==> config.mk <==
export PLATFORM = sky130hd
export DESIGN_NAME = dma_arbiter_flat
export DESIGN_NICKNAME = d
export VERILOG_FILES = /design/src/rtl/dma_arbiter_if.sv /design/src/rtl/dma_arbiter.sv /design/src/flat_wrapper.sv
export SDC_FILE = /design/constraint.sdc
export NUM_CORES = 1
export LEC_CHECK = 0
export ABC_AREA = 1
export CAP_MARGIN = 25
export CORE_UTILIZATION = 50
export DETAILED_ROUTE_END_ITERATION = 10
export PLACE_DENSITY = 0.87
export SLEW_MARGIN = 20
export SYNTH_ARGS = -nofsm -noshare
export SYNTH_HDL_FRONTEND = slang
export SYNTH_SLANG_ARGS = --single-unit
==> constraint.sdc <==
create_clock -name clk -period 4.1 [get_ports clk]
set_clock_uncertainty 0.1 [all_clocks]
set_input_delay 0.82 -clock clk [delete_from_list [all_inputs] [get_ports clk]]
set_output_delay 0.82 -clock clk [all_outputs]
set_load 0.02 [all_outputs]
==> src/rtl/dma_arbiter_if.sv <==
// Bundles the requester-side and DMA-side signals of the DMA arbiter.
// The arbiter connects through the slave modport; the requester/DMA side uses master.
interface dma_arbiter_if #(
  parameter int NUM_REQ           = 2,
  parameter int MEM_ADDRESS_WIDTH = 10
);
  logic [NUM_REQ-1:0]                   i_req;
  logic [NUM_REQ*MEM_ADDRESS_WIDTH-1:0] i_req_address;
  logic [NUM_REQ*MEM_ADDRESS_WIDTH-1:0] i_req_count;
  logic                                 i_dma_ready;
  logic [NUM_REQ-1:0]                   o_grant;
  logic [NUM_REQ-1:0]                   o_done;
  logic                                 o_error;
  logic                                 o_busy;
  logic                                 o_dma_read;
  logic [MEM_ADDRESS_WIDTH-1:0]         o_dma_address;
  logic [MEM_ADDRESS_WIDTH-1:0]         o_dma_count;

  modport slave (
    input  i_req, i_req_address, i_req_count, i_dma_ready,
    output o_grant, o_done, o_error, o_busy, o_dma_read, o_dma_address, o_dma_count
  );

  modport master (
    output i_req, i_req_address, i_req_count, i_dma_ready,
    input  o_grant, o_done, o_error, o_busy, o_dma_read, o_dma_address, o_dma_count
  );
endinterface

==> src/rtl/dma_arbiter.sv <==
// Round-robin arbiter sharing one DMA read engine between NUM_REQ requesters,
// with count validation and a watchdog that abandons transfers the DMA never completes.
module dma_arbiter #(
  parameter int NUM_REQ           = 2,
  parameter int MEM_ADDRESS_WIDTH = 10,
  parameter int BUFFER_SIZE       = 120,
  parameter int TIMEOUT           = 1023
) (
  input logic          clk,
  input logic          rst,
  dma_arbiter_if.slave bus
);
  localparam int AW = MEM_ADDRESS_WIDTH;
  localparam int PW = $clog2(NUM_REQ);
  localparam int TW = $clog2(TIMEOUT);

  localparam logic [1:0] S_IDLE = 2'd0;
  localparam logic [1:0] S_WAIT = 2'd1;
  localparam logic [1:0] S_DONE = 2'd2;

  logic [1:0]         r_state;
  logic [PW-1:0]      r_ptr;
  logic [PW-1:0]      r_owner;
  logic [TW-1:0]      r_timer;
  logic [NUM_REQ-1:0] r_grant;
  logic [NUM_REQ-1:0] r_done;
  logic               r_error;
  logic               r_busy;
  logic               r_dma_read;
  logic [AW-1:0]      r_address;
  logic [AW-1:0]      r_count;

  logic               w_found;
  logic [PW-1:0]      w_winner;
  logic [AW-1:0]      w_address;
  logic [AW-1:0]      w_count;
  logic               w_legal;
  logic [PW-1:0]      w_next_ptr;

  // Scan upward from the pointer with wrap, so the pointer position has top priority.
  always_comb begin
    int            w_idx;
    logic [PW-1:0] w_sel;
    w_found  = 1'b0;
    w_winner = '0;
    w_idx    = 0;
    w_sel    = '0;
    for (int i = 0; i < NUM_REQ; i++) begin
      w_idx = int'(r_ptr) + i;
      if (w_idx >= NUM_REQ) w_idx = w_idx - NUM_REQ;
      w_sel = PW'(w_idx);
      if (!w_found && bus.i_req[w_sel]) begin
        w_found  = 1'b1;
        w_winner = w_sel;
      end
    end
  end

  assign w_address  = bus.i_req_address[int'(w_winner)*AW +: AW];
  assign w_count    = bus.i_req_count[int'(w_winner)*AW +: AW];
  assign w_legal    = (w_count != '0) && (w_count <= AW'(BUFFER_SIZE));
  assign w_next_ptr = (r_owner == PW'(NUM_REQ-1)) ? '0 : r_owner + 1'b1;

  // Rejected counts skip WAIT and complete straight away with the error flag.
  always_ff @(posedge clk) begin
    if (rst) begin
      r_state    <= S_IDLE;
      r_ptr      <= '0;
      r_owner    <= '0;
      r_timer    <= '0;
      r_grant    <= '0;
      r_done     <= '0;
      r_error    <= 1'b0;
      r_busy     <= 1'b0;
      r_dma_read <= 1'b0;
      r_address  <= '0;
      r_count    <= '0;
    end else begin
      case (r_state)
        S_IDLE: begin
          r_done  <= '0;
          r_error <= 1'b0;
          if (w_found) begin
            r_grant   <= NUM_REQ'(1) << w_winner;
            r_owner   <= w_winner;
            r_address <= w_address;
            r_count   <= w_count;
            r_busy    <= 1'b1;
            if (w_legal) begin
              r_dma_read <= 1'b1;
              r_timer    <= '0;
              r_state    <= S_WAIT;
            end else begin
              r_done  <= NUM_REQ'(1) << w_winner;
              r_error <= 1'b1;
              r_state <= S_DONE;
            end
          end
        end
        S_WAIT: begin
          r_dma_read <= 1'b0;
          if (bus.i_dma_ready) begin
            r_done  <= r_grant;
            r_error <= 1'b0;
            r_state <= S_DONE;
          end else if (r_timer == TW'(TIMEOUT-1)) begin
            r_done  <= r_grant;
            r_error <= 1'b1;
            r_state <= S_DONE;
          end else begin
            r_timer <= r_timer + 1'b1;
          end
        end
        S_DONE: begin
          r_done  <= '0;
          r_error <= 1'b0;
          r_grant <= '0;
          r_busy  <= 1'b0;
          r_ptr   <= w_next_ptr;
          r_state <= S_IDLE;
        end
        default: r_state <= S_IDLE;
      endcase
    end
  end

  assign bus.o_grant       = r_grant;
  assign bus.o_done        = r_done;
  assign bus.o_error       = r_error;
  assign bus.o_busy        = r_busy;
  assign bus.o_dma_read    = r_dma_read;
  assign bus.o_dma_address = r_address;
  assign bus.o_dma_count   = r_count;
endmodule

==> src/flat_wrapper.sv <==
// flat-port wrapper written by rule: the top's interface ports become plain ports
module dma_arbiter_flat 
#(
  parameter int NUM_REQ           = 2,
  parameter int MEM_ADDRESS_WIDTH = 10,
  parameter int BUFFER_SIZE       = 120,
  parameter int TIMEOUT           = 1023
)
  (clk, rst, bus_i_req, bus_i_req_address, bus_i_req_count, bus_i_dma_ready, bus_o_grant, bus_o_done, bus_o_error, bus_o_busy, bus_o_dma_read, bus_o_dma_address, bus_o_dma_count);
  dma_arbiter_if #(.NUM_REQ(NUM_REQ), .MEM_ADDRESS_WIDTH(MEM_ADDRESS_WIDTH)) bus_i ();
  input logic clk;
  input logic rst;
  input wire logic [$bits(bus_i.i_req)-1:0] bus_i_req;
  input wire logic [$bits(bus_i.i_req_address)-1:0] bus_i_req_address;
  input wire logic [$bits(bus_i.i_req_count)-1:0] bus_i_req_count;
  input wire logic [$bits(bus_i.i_dma_ready)-1:0] bus_i_dma_ready;
  output wire logic [$bits(bus_i.o_grant)-1:0] bus_o_grant;
  output wire logic [$bits(bus_i.o_done)-1:0] bus_o_done;
  output wire logic [$bits(bus_i.o_error)-1:0] bus_o_error;
  output wire logic [$bits(bus_i.o_busy)-1:0] bus_o_busy;
  output wire logic [$bits(bus_i.o_dma_read)-1:0] bus_o_dma_read;
  output wire logic [$bits(bus_i.o_dma_address)-1:0] bus_o_dma_address;
  output wire logic [$bits(bus_i.o_dma_count)-1:0] bus_o_dma_count;
  assign bus_i.i_req = bus_i_req;
  assign bus_i.i_req_address = bus_i_req_address;
  assign bus_i.i_req_count = bus_i_req_count;
  assign bus_i.i_dma_ready = bus_i_dma_ready;
  assign bus_o_grant = bus_i.o_grant;
  assign bus_o_done = bus_i.o_done;
  assign bus_o_error = bus_i.o_error;
  assign bus_o_busy = bus_i.o_busy;
  assign bus_o_dma_read = bus_i.o_dma_read;
  assign bus_o_dma_address = bus_i.o_dma_address;
  assign bus_o_dma_count = bus_i.o_dma_count;
  dma_arbiter #(.NUM_REQ(NUM_REQ), .MEM_ADDRESS_WIDTH(MEM_ADDRESS_WIDTH), .BUFFER_SIZE(BUFFER_SIZE), .TIMEOUT(TIMEOUT)) u_core (.clk(clk), .rst(rst), .bus(bus_i));
endmodule
==> results of run 1 <==
-- synth_stat cells --
master / count / share of area (%)
xor2_1: 4 / 1.5
a21oi_2: 1 / 0.38
buf_6: 2 / 0.97
nand2_4: 1 / 0.48
nand4_1: 2 / 0.54
nor2_4: 1 / 0.48
nand2_8: 1 / 0.86
nand2_2: 5 / 1.3
nand3_1: 32 / 6.9
xnor2_1: 4 / 1.5
a21oi_1: 22 / 4.7
nand4_4: 1 / 0.91
a31oi_1: 3 / 0.81
inv_2: 1 / 0.16
buf_12: 1 / 0.86
inv_1: 51 / 8.2
nor2_2: 1 / 0.27
dfxtp_1: 41 / 35
nand2_1: 92 / 15
o21ai_0: 7 / 1.5
o21ai_2: 2 / 0.75
clkbuf_1: 11 / 1.8
nor2_1: 21 / 3.4
ha_1: 6 / 3.2
nor3_1: 1 / 0.22
nor4_1: 1 / 0.27
a21boi_2: 1 / 0.48
nand3b_1: 3 / 0.97
o211ai_1: 19 / 6.1
clkinv_1: 1 / 0.16
-- flip-flops by register name (all words and copies together) (netlist names) --
signal / flops
u_core.bus.o_grant: 2
u_core.r_owner: 1
u_core.bus.o_done: 2
u_core.r_timer: 10
u_core.bus.o_dma_read: 1
u_core.r_state: 2
u_core.bus.o_error: 1
u_core.bus.o_dma_count: 10
u_core.bus.o_dma_address: 10
u_core.bus.o_busy: 1
u_core.r_ptr: 1
-- metrics by stage --
| stage | cells | utilization [%] | total power (W) |
|---|---|---|---|
| after global placement | 450 | 68.7 | 0.000797 |
| after CTS | 457 | 70.7 | 0.00107 |
| after floorplan | 339 | - | 0.000663 |
| after global routing | 457 | 70.7 | 0.00113 |
| after detailed placement | 450 | 68.7 | 0.000802 |
| final | 457 | 70.7 | 0.00107 |
-- per-layer routing --
| layer | share of wire (%) | global-route usage, % | vias up |
|---|---|---|---|
| li1 | - | - | 1214 |
| met1 | 45 | 26.9 | 1069 |
| met2 | 49 | 42.5 | 60 |
| met3 | 5.7 | 6.35 | 9 |
| met4 | 1.0 | 7.11 | 0 |
| met5 | 0 | 0 | - |
-- power by group through the flow --
stage                     registers, W  logic [W]  clock network [W]
after floorplan               0.000510   0.000153                  0
after global placement        0.000470   0.000327                  0
after detailed placement      0.000469   0.000333                  0
after CTS                     0.000462   0.000335           0.000278
after global routing          0.000465   0.000366           0.000295
final                         0.000462   0.000334           0.000272
-- final timing paths --
check / to / slack (ns) / cells past startpoint
max: u_core.r_timer[2] / 1.05 / 13
min reg2reg: u_core.r_ptr / 0.34 / 1
min: u_core.r_ptr / 0.34 / 1
max reg2reg: u_core.r_timer[2] / 1.97 / 8
-- worst reg2reg max path, stage by stage, from the launching register on --
cell and delay (ns):
dfxtp_1 0.37, inv_1 0.09, ha_1 0.30, clkinv_1 0.22, nor2_1 0.09, a21oi_2 0.39, nand2_2 0.25, nand2_1 0.11
a21oi_1 0.07
-- kinds of logic after synthesis --
logic type	synth area share, %
DFF	35.3
AOI/OAI and AO/OA	14.8
xor gates and xnor gates	3.01
adders and majority gates	3.23
and+or+nand+nor	31.5
buffers and inverters	12.2
-- cell type report --
class                           instances  area [um^2]  area share (%)
Multi-Input combinational cell        231         1220            39.1
Sequential cell                        41          821            26.3
Timing Repair Buffer                   73          726            23.2
Inverter                               53          199            6.37
Clock buffer                            6         82.6            2.65
Tap cell                               52         65.1            2.08
Clock inverter                          1         7.51           0.240
==> impl_metrics.yaml, run 1 <==
critical_path:
  r2r_start: "u_core.r_state[1]"
  end_kind: "register"
  max_stage_delay_ns: 0.77
  cp.required_ns: 4.21
  worstPathCellList: "clkdlybuf4s50_1 > a21boi_2 > buf_4 > nand2_1 > nand2_1 > inv_1 > nand3_1 > nand2_1 > nand4_4 > nand2_2 > nand2_2 > nand2_1 > a21oi_1"
  critical_path_peak_fanout: 16
  arrival_ns: 3.17
  crit_family: "buffers and inverters"
  start_kind: "input port"
  startpoint: "bus_i_req[1]"
  critical-path-top-cell-by-count: "nand2_1"
  path_class: "input port to register"
  crit_path_slowest_cell: "clkdlybuf4s50_1"
  buffering_stage_count_on_the_worst_path_with_inverters_included: 3
sta:
  timing.final.hold_violations: 0
  rsz0062_at_grt: "false"
  post-route-period-util_pct: 74.5
  finalWorstPathRequiredPeriod_ns: 3.05
  drv_slew: 0
  fin_setup_tns_ns: 0
  final.hold.worst_slack_ns: 0.341
  slew-limit-headroom_pct: 48.7
  setup-violations-final: 0
  timing.final.ws_setup_ns: 1.05
  tightestPinTransition_ns: 0.769
  fmaxAchievable_mhz: 328
layout:
  final_cell_area_um2: 3120
  final_layout_size_suffix_gt1_share_pct: 5.93
  fin_nets: 456
  antennaDiodeCount: 0
  area_delta_synth_final_pct: 34.3
  layout.cells.most_common: "nand2_1"
  num-fill-cells: 374
  layout.cells.most_common_list: "nand2_1 (92), clkdlybuf4s50_1 (71), inv_1 (51), dfxtp_1 (41), nand3_1 (32)"
grt:
  wire_length_of_the_first_global_routing_pass_mm: 9.38
  groute.usage.overall_pct: 23.6
  grt_overflow: 0
  via_count_of_the_first_global_routing_pass: 2223
  antenna_found_initial: 0
  maximum_number_of_pins_on_one_net_before_global_route_repair: 44
power_and_ir_drop:
  switching_power_w: 0.000345
  ir_worst_vdd_mv: 0.221
  standby_leakage_power_nw: 1.41
  p_per_area_nw_per_um2: 342
  power.internal_w: 0.000722
  pwr-share-clk_pct: 25.5
  power_frac_seq_pct: 43.3
  sw_frac_of_total_pct: 32.3
  combinationalPowerShare_pct: 31.3
route:
  initialDrtViolationCount: 122
  drc: 0
  first_pass_iters: 4
  routed_wl_mm: 5.60
  wire_length_per_cell_after_detailed_routing_um: 12.3
  route.vias.total: 2352
  via_per_inst: 5.15
  drtAntennaViolNets: 0
clock_network:
  cts-buffers-inserted: 5
  cts_resized: 0
  clk_latency_ns: 0.29
  post_cts_buffers: 0
  ctsHtreeMaxLevel: 2
  tritoncts: "built"
  cts.sink_count: 41
  cts_buffer_depth: 2
  worst_setup_hold_path_clk_slew_ns: 0.08
  cts_root_buffer: "clkbuf_8"
  cts_hold_buffers: 0
floorplanning:
  chipWidth_um: 70.2
  design.core.area_um2: 4410
  floorplan.initialDensity_pct: 52.7
  fp.dieH_um: 70.2
  placement_rows: 24
  dieArea_um2: 4930
  design.portCount: 72
hold_path:
  hold_path_class: "register to register"
  min-delay-start: "u_core.r_owner"
place:
  routabilityCongestion: 0.815
  detailedPlacementHpwl_mm: 4.05
  port_buffers: 71
  dp_slack_ns: 0.805
  postPlaceCellArea_um2: 3030
logic_synthesis:
  yosys_warnings: 0
  syn_nets: 390
  postSynthCellCount: 339
  postSynthAreaPerCell_um2: 6.86
  ff_latch_count_synth: 41
  synth_area_um2: 2320
  synth_cell_type_count: 30
  ys_seq_area_share_pct: 35.3
run:
  cap_violations: 0
status:
  outcome: "finished clean"
Note: power is estimated with default switching activity, not from simulation.
==> inputs of run 2 (changes only) <==
Settings changed: CORE_UTILIZATION 50 to 47, PLACE_DENSITY 0.87 to 0.82.
Clock period 4.1 ns to 3 ns, I/O delays scaled along.
==> impl_metrics.yaml, run 2 (synthesized netlist as in run 1, its figures left out) <==
layout:
  area_delta_synth_final_pct: 35.9
  final_layout_size_suffix_gt1_share_pct: 6.85
  fin_cells: 476
  layout.cells.most_common: "nand2_1"
  antennaDiodeCount: 0
  fin_nets: 459
  layout.cells.most_common_list: "nand2_1 (92), clkdlybuf4s50_1 (71), inv_1 (51), dfxtp_1 (41), nand3_1 (32)"
  final_util_pct: 66.4
  final_cell_area_um2: 3160
power_and_ir_drop:
  p_per_area_nw_per_um2: 458
  standby_leakage_power_nw: 1.43
  ir_worst_vdd_mv: 0.320
place:
  placed_cells_incl_taps: 468
  port_buffers: 71
  detailedPlacementHpwl_mm: 4.17
  postPlaceCellArea_um2: 3070
  routabilityCongestion: 0.874
route:
  drc: 0
  first_pass_iters: 4
  initialDrtViolationCount: 84
  route.vias.total: 2337
  routed_wl_mm: 5.57
  via_per_inst: 4.91
  drtAntennaViolNets: 0
  wire_length_per_cell_after_detailed_routing_um: 11.7
floorplanning:
  design.portCount: 72
  design.core.area_um2: 4750
  chipWidth_um: 72.3
  placement_rows: 25
  fp.dieH_um: 72.3
  floorplan.initialDensity_pct: 48.9
  dieArea_um2: 5230
run:
  cap_violations: 0
critical_path:
  arrival_ns: 2.66
  worstPathCellList: "clkdlybuf4s50_1 > nand2_4 > nand2_8 > nand2_1 > nand2_1 > nand2_1 > nor2_1 > nand2_1 > nand4_4 > nand2_2 > nand2_2 > nand2_1 > a21oi_1"
  reg2reg_slack_ns: 0.96
  cp.required_ns: 3.12
  crit_path_slowest_cell: "clkdlybuf4s50_1"
  critical-path-top-cell-by-count: "nand2_1"
  start_kind: "input port"
  critical_path_peak_fanout: 26
  max_stage_delay_ns: 0.57
  end_kind: "register"
  path_class: "input port to register"
sta:
  fin_setup_tns_ns: 0
  drv_slew: 0
  setup-violations-final: 0
  slew-limit-headroom_pct: 50.5
  finalWorstPathRequiredPeriod_ns: 2.54
  fmaxAchievable_mhz: 394
  timing.final.hold_violations: 0
  tightestPinTransition_ns: 0.741
  rsz0062_at_grt: "false"
  post-route-period-util_pct: 84.6
grt:
  grt_overflow: 0
  groute.usage.overall_pct: 23.2
  antenna_found_initial: 0
  maximum_number_of_pins_on_one_net_before_global_route_repair: 30
  via_count_of_the_first_global_routing_pass: 2304
  wire_length_of_the_first_global_routing_pass_mm: 9.62
clock_network:
  cts-buffers-inserted: 5
  tritoncts: "built"
  cts.sink_count: 41
  cts_root_buffer: "clkbuf_8"
  worst_setup_hold_path_clk_slew_ns: 0.08
  clk_latency_ns: 0.29
  ctsHtreeMaxLevel: 2
  cts_resized: 0
  post_cts_buffers: 0
  cts_buffer_depth: 2
  cts_hold_buffers: 0
hold_path:
  hold_path_class: "register to register"
status:
  outcome: "finished clean"
[run 2: changes by cell type in the layout (fill, tap and decap cells not counted)]
cell / before / now
clkinv_2: 0 / 2
clkbuf_8: 6 / 5
buf_4: 2 / 5
[run 2: power breakdown]
| group | internal (W) | switching, W | total [W] |
|---|---|---|---|
| clock | 0.000161 | 0.000194 | 0.000355 |
| sequential | 0.000599 | 0.0000320 | 0.000631 |
| combinational | 0.000211 | 0.000250 | 0.000461 |
[run 2: worst paths after layout]
path / start / end / cells past startpoint
max: bus_i_req[0] / u_core.r_timer[0] / 13
min: u_core.r_owner / u_core.r_ptr / 1
max reg2reg: u_core.r_state[1] / u_core.r_timer[6] / 8
min reg2reg: u_core.r_owner / u_core.r_ptr / 1
[run 2: stage by stage]
| step | hold slack (ns) | total power (W) | worst slack [ns] |
|---|---|---|---|
| 6_report | 0.344 | 0.00145 | 0.462 |
| 3_3_place_gp | 0.320 | 0.00110 | 0.241 |
| 3_5_place_dp | 0.327 | 0.00110 | 0.146 |
| 4_1_cts | 0.344 | 0.00146 | 0.453 |
| 5_1_grt | 0.357 | 0.00153 | 0.241 |
| 2_1_floorplan | 0.310 | 0.000906 | 1.05 |
[run 2: cell type report]
type	instances	area (um^2)
clock inverters	3	17.5
repair buffers	76	748
multi-input cells	231	1220
clock buffers	5	68.8
fillers	450	1600
well taps	67	83.8
flip-flops and latches	41	821
inverters	53	199
[run 2: metal layers]
| layer | track usage [%] | vias to the layer above | routed length, um |
|---|---|---|---|
| li1 | - | 1217 | - |
| met1 | 28.2 | 1046 | 2500 |
| met2 | 38.8 | 72 | 2650 |
| met3 | 7.64 | 2 | 404 |
| met5 | 0 | - | 0 |
| met4 | 7.19 | 0 | 20 |
[run 2: worst max-delay path, delay by kind of cell]
family	cells	cell delay, ns
buffers and inverters	1	0.57
AOI/OAI and AO/OA	1	0.14
and+or+nand+nor	11	1.33
==> inputs of run 3 (changes only) <==
Settings changed: CORE_UTILIZATION 47 to 42, PLACE_DENSITY 0.82 to 0.78.
Clock period 3 ns to 2.2 ns, I/O delays scaled along.
==> impl_metrics.yaml, run 3 (synthesized netlist as in run 1, its figures left out) <==
sta:
  rsz0062_at_grt: "false"
  slew-limit-headroom_pct: 49.2
  setup-violations-final: 0
  timing.final.hold_violations: 0
  post-route-period-util_pct: 84.5
  finalWorstPathRequiredPeriod_ns: 1.86
  timing.final.ws_setup_ns: 0.342
  fmaxAchievable_mhz: 538
  tightestPinTransition_ns: 0.762
  drv_slew: 0
grt:
  antenna_found_initial: 0
  wire_length_of_the_first_global_routing_pass_mm: 10.4
  maximum_number_of_pins_on_one_net_before_global_route_repair: 26
  groute.usage.overall_pct: 21.8
  grt_overflow: 0
  via_count_of_the_first_global_routing_pass: 2366
clock_network:
  tritoncts: "built"
  clk_latency_ns: 0.30
  cts_buffer_depth: 2
  post_cts_buffers: 0
  cts_resized: 0
  worst_setup_hold_path_clk_slew_ns: 0.09
  ctsHtreeMaxLevel: 2
  cts.sink_count: 41
  cts-buffers-inserted: 5
  cts_root_buffer: "clkbuf_8"
  cts_hold_buffers: 0
layout:
  layout.cells.most_common: "nand2_1"
  final_layout_size_suffix_gt1_share_pct: 10.8
  layout.cells.most_common_list: "nand2_1 (92), clkdlybuf4s50_1 (69), inv_1 (51), dfxtp_1 (41), nand3_1 (32)"
  ff_latch_area_um2: 821
  area_delta_synth_final_pct: 43.0
  antennaDiodeCount: 0
  multi_input_comb_area_um2: 1230
  num-fill-cells: 475
  fin_nets: 477
critical_path:
  path_class: "register to register"
  critical_path_peak_fanout: 16
  crit_path_slowest_cell: "dfxtp_1"
  cp.required_ns: 2.32
  arrival_ns: 1.98
  end_kind: "register"
  start_kind: "register"
  critical-path-top-cell-by-count: "nand2_1"
  max_stage_delay_ns: 0.35
  worstPathCellList: "inv_2 > nand2_4 > nand2_8 > nand2_1 > nand2_1 > inv_1 > nand3_1 > nand2_1 > nand4_4 > nand2_2 > buf_4 > nand3_1 > a21oi_1"
floorplanning:
  fp.dieH_um: 76.4
  floorplan.initialDensity_pct: 44.7
  design.core.area_um2: 5200
  dieArea_um2: 5840
  chipWidth_um: 76.4
  design.portCount: 72
  placement_rows: 26
place:
  routabilityCongestion: 0.859
  detailedPlacementHpwl_mm: 4.56
  dp_slack_ns: -0.226
  port_buffers: 71
power_and_ir_drop:
  power_frac_seq_pct: 41.9
  ir_worst_vdd_mv: 0.442
  power.internal_w: 0.00137
  sw_frac_of_total_pct: 33.4
  combinationalPowerShare_pct: 33.1
  switching_power_w: 0.000686
  standby_leakage_power_nw: 1.54
  pwr-share-clk_pct: 25.0
  overall_power_w: 0.00205
  p_per_area_nw_per_um2: 617
hold_path:
  hold_path_class: "register to register"
route:
  drc: 0
  first_pass_iters: 4
  via_per_inst: 4.90
  drtAntennaViolNets: 0
  initialDrtViolationCount: 118
  route.vias.total: 2434
  wire_length_per_cell_after_detailed_routing_um: 12.2
  routed_wl_mm: 6.07
run:
  cap_violations: 0
status:
  outcome: "finished clean"
run 3: stage by stage:
step,cell area (um^2),instances,TNS (ns),util (%),hold WS (ns)
after floorplan,2320,339,0,-,0.310
after global placement,3220,489,-2.08,61.9,0.322
after detailed placement,3220,489,-2.89,61.9,0.329
after CTS,3310,497,0,63.7,0.351
after global routing,3320,497,0,63.9,0.386
final,3320,497,0,63.9,0.349
run 3: critical path: cells and delay by family, from the launching register on:
family | cells | cell delay (ns)
flops | 1 | 0.35
compound gates | 1 | 0.17
buf+inv | 3 | 0.31
simple gates | 9 | 0.85
run 3: cell type report:
type	instances	share of cell area, %
well taps	70	2.63
inverters	53	5.98
clock buffers	5	2.07
flip-flops and latches	41	24.7
multi-input cells	231	36.9
clock inverters	3	0.640
repair buffers	94	27.1
run 3: final timing paths:
kind / start / slack (ns) / cells after the start / endpoint
worst min-delay path: u_core.r_owner / 0.35 / 1 / u_core.r_ptr
worst max-delay path: u_core.r_ptr / 0.34 / 13 / u_core.r_timer[3]
worst min register to register: u_core.r_owner / 0.35 / 1 / u_core.r_ptr
worst max register to register: u_core.r_ptr / 0.34 / 13 / u_core.r_timer[3]
run 3: power groups by stage:
| stage | logic (W) | clock network [W] | registers, W |
|---|---|---|---|
| 2_1_floorplan | 0.000285 | 0 | 0.000951 |
| 3_3_place_gp | 0.000666 | 0 | 0.000874 |
| 3_5_place_dp | 0.000676 | 0 | 0.000874 |
| 4_1_cts | 0.000680 | 0.000524 | 0.000860 |
| 5_1_grt | 0.000743 | 0.000557 | 0.000869 |
| 6_report | 0.000679 | 0.000512 | 0.000860 |
run 3: metal layers:
metal / track usage (%) / share of wire [%]
met3: 5.75 / 6.5
met2: 38.3 / 48
met5: 0 / 0
met1: 25.6 / 44
met4: 7.12 / 1.4
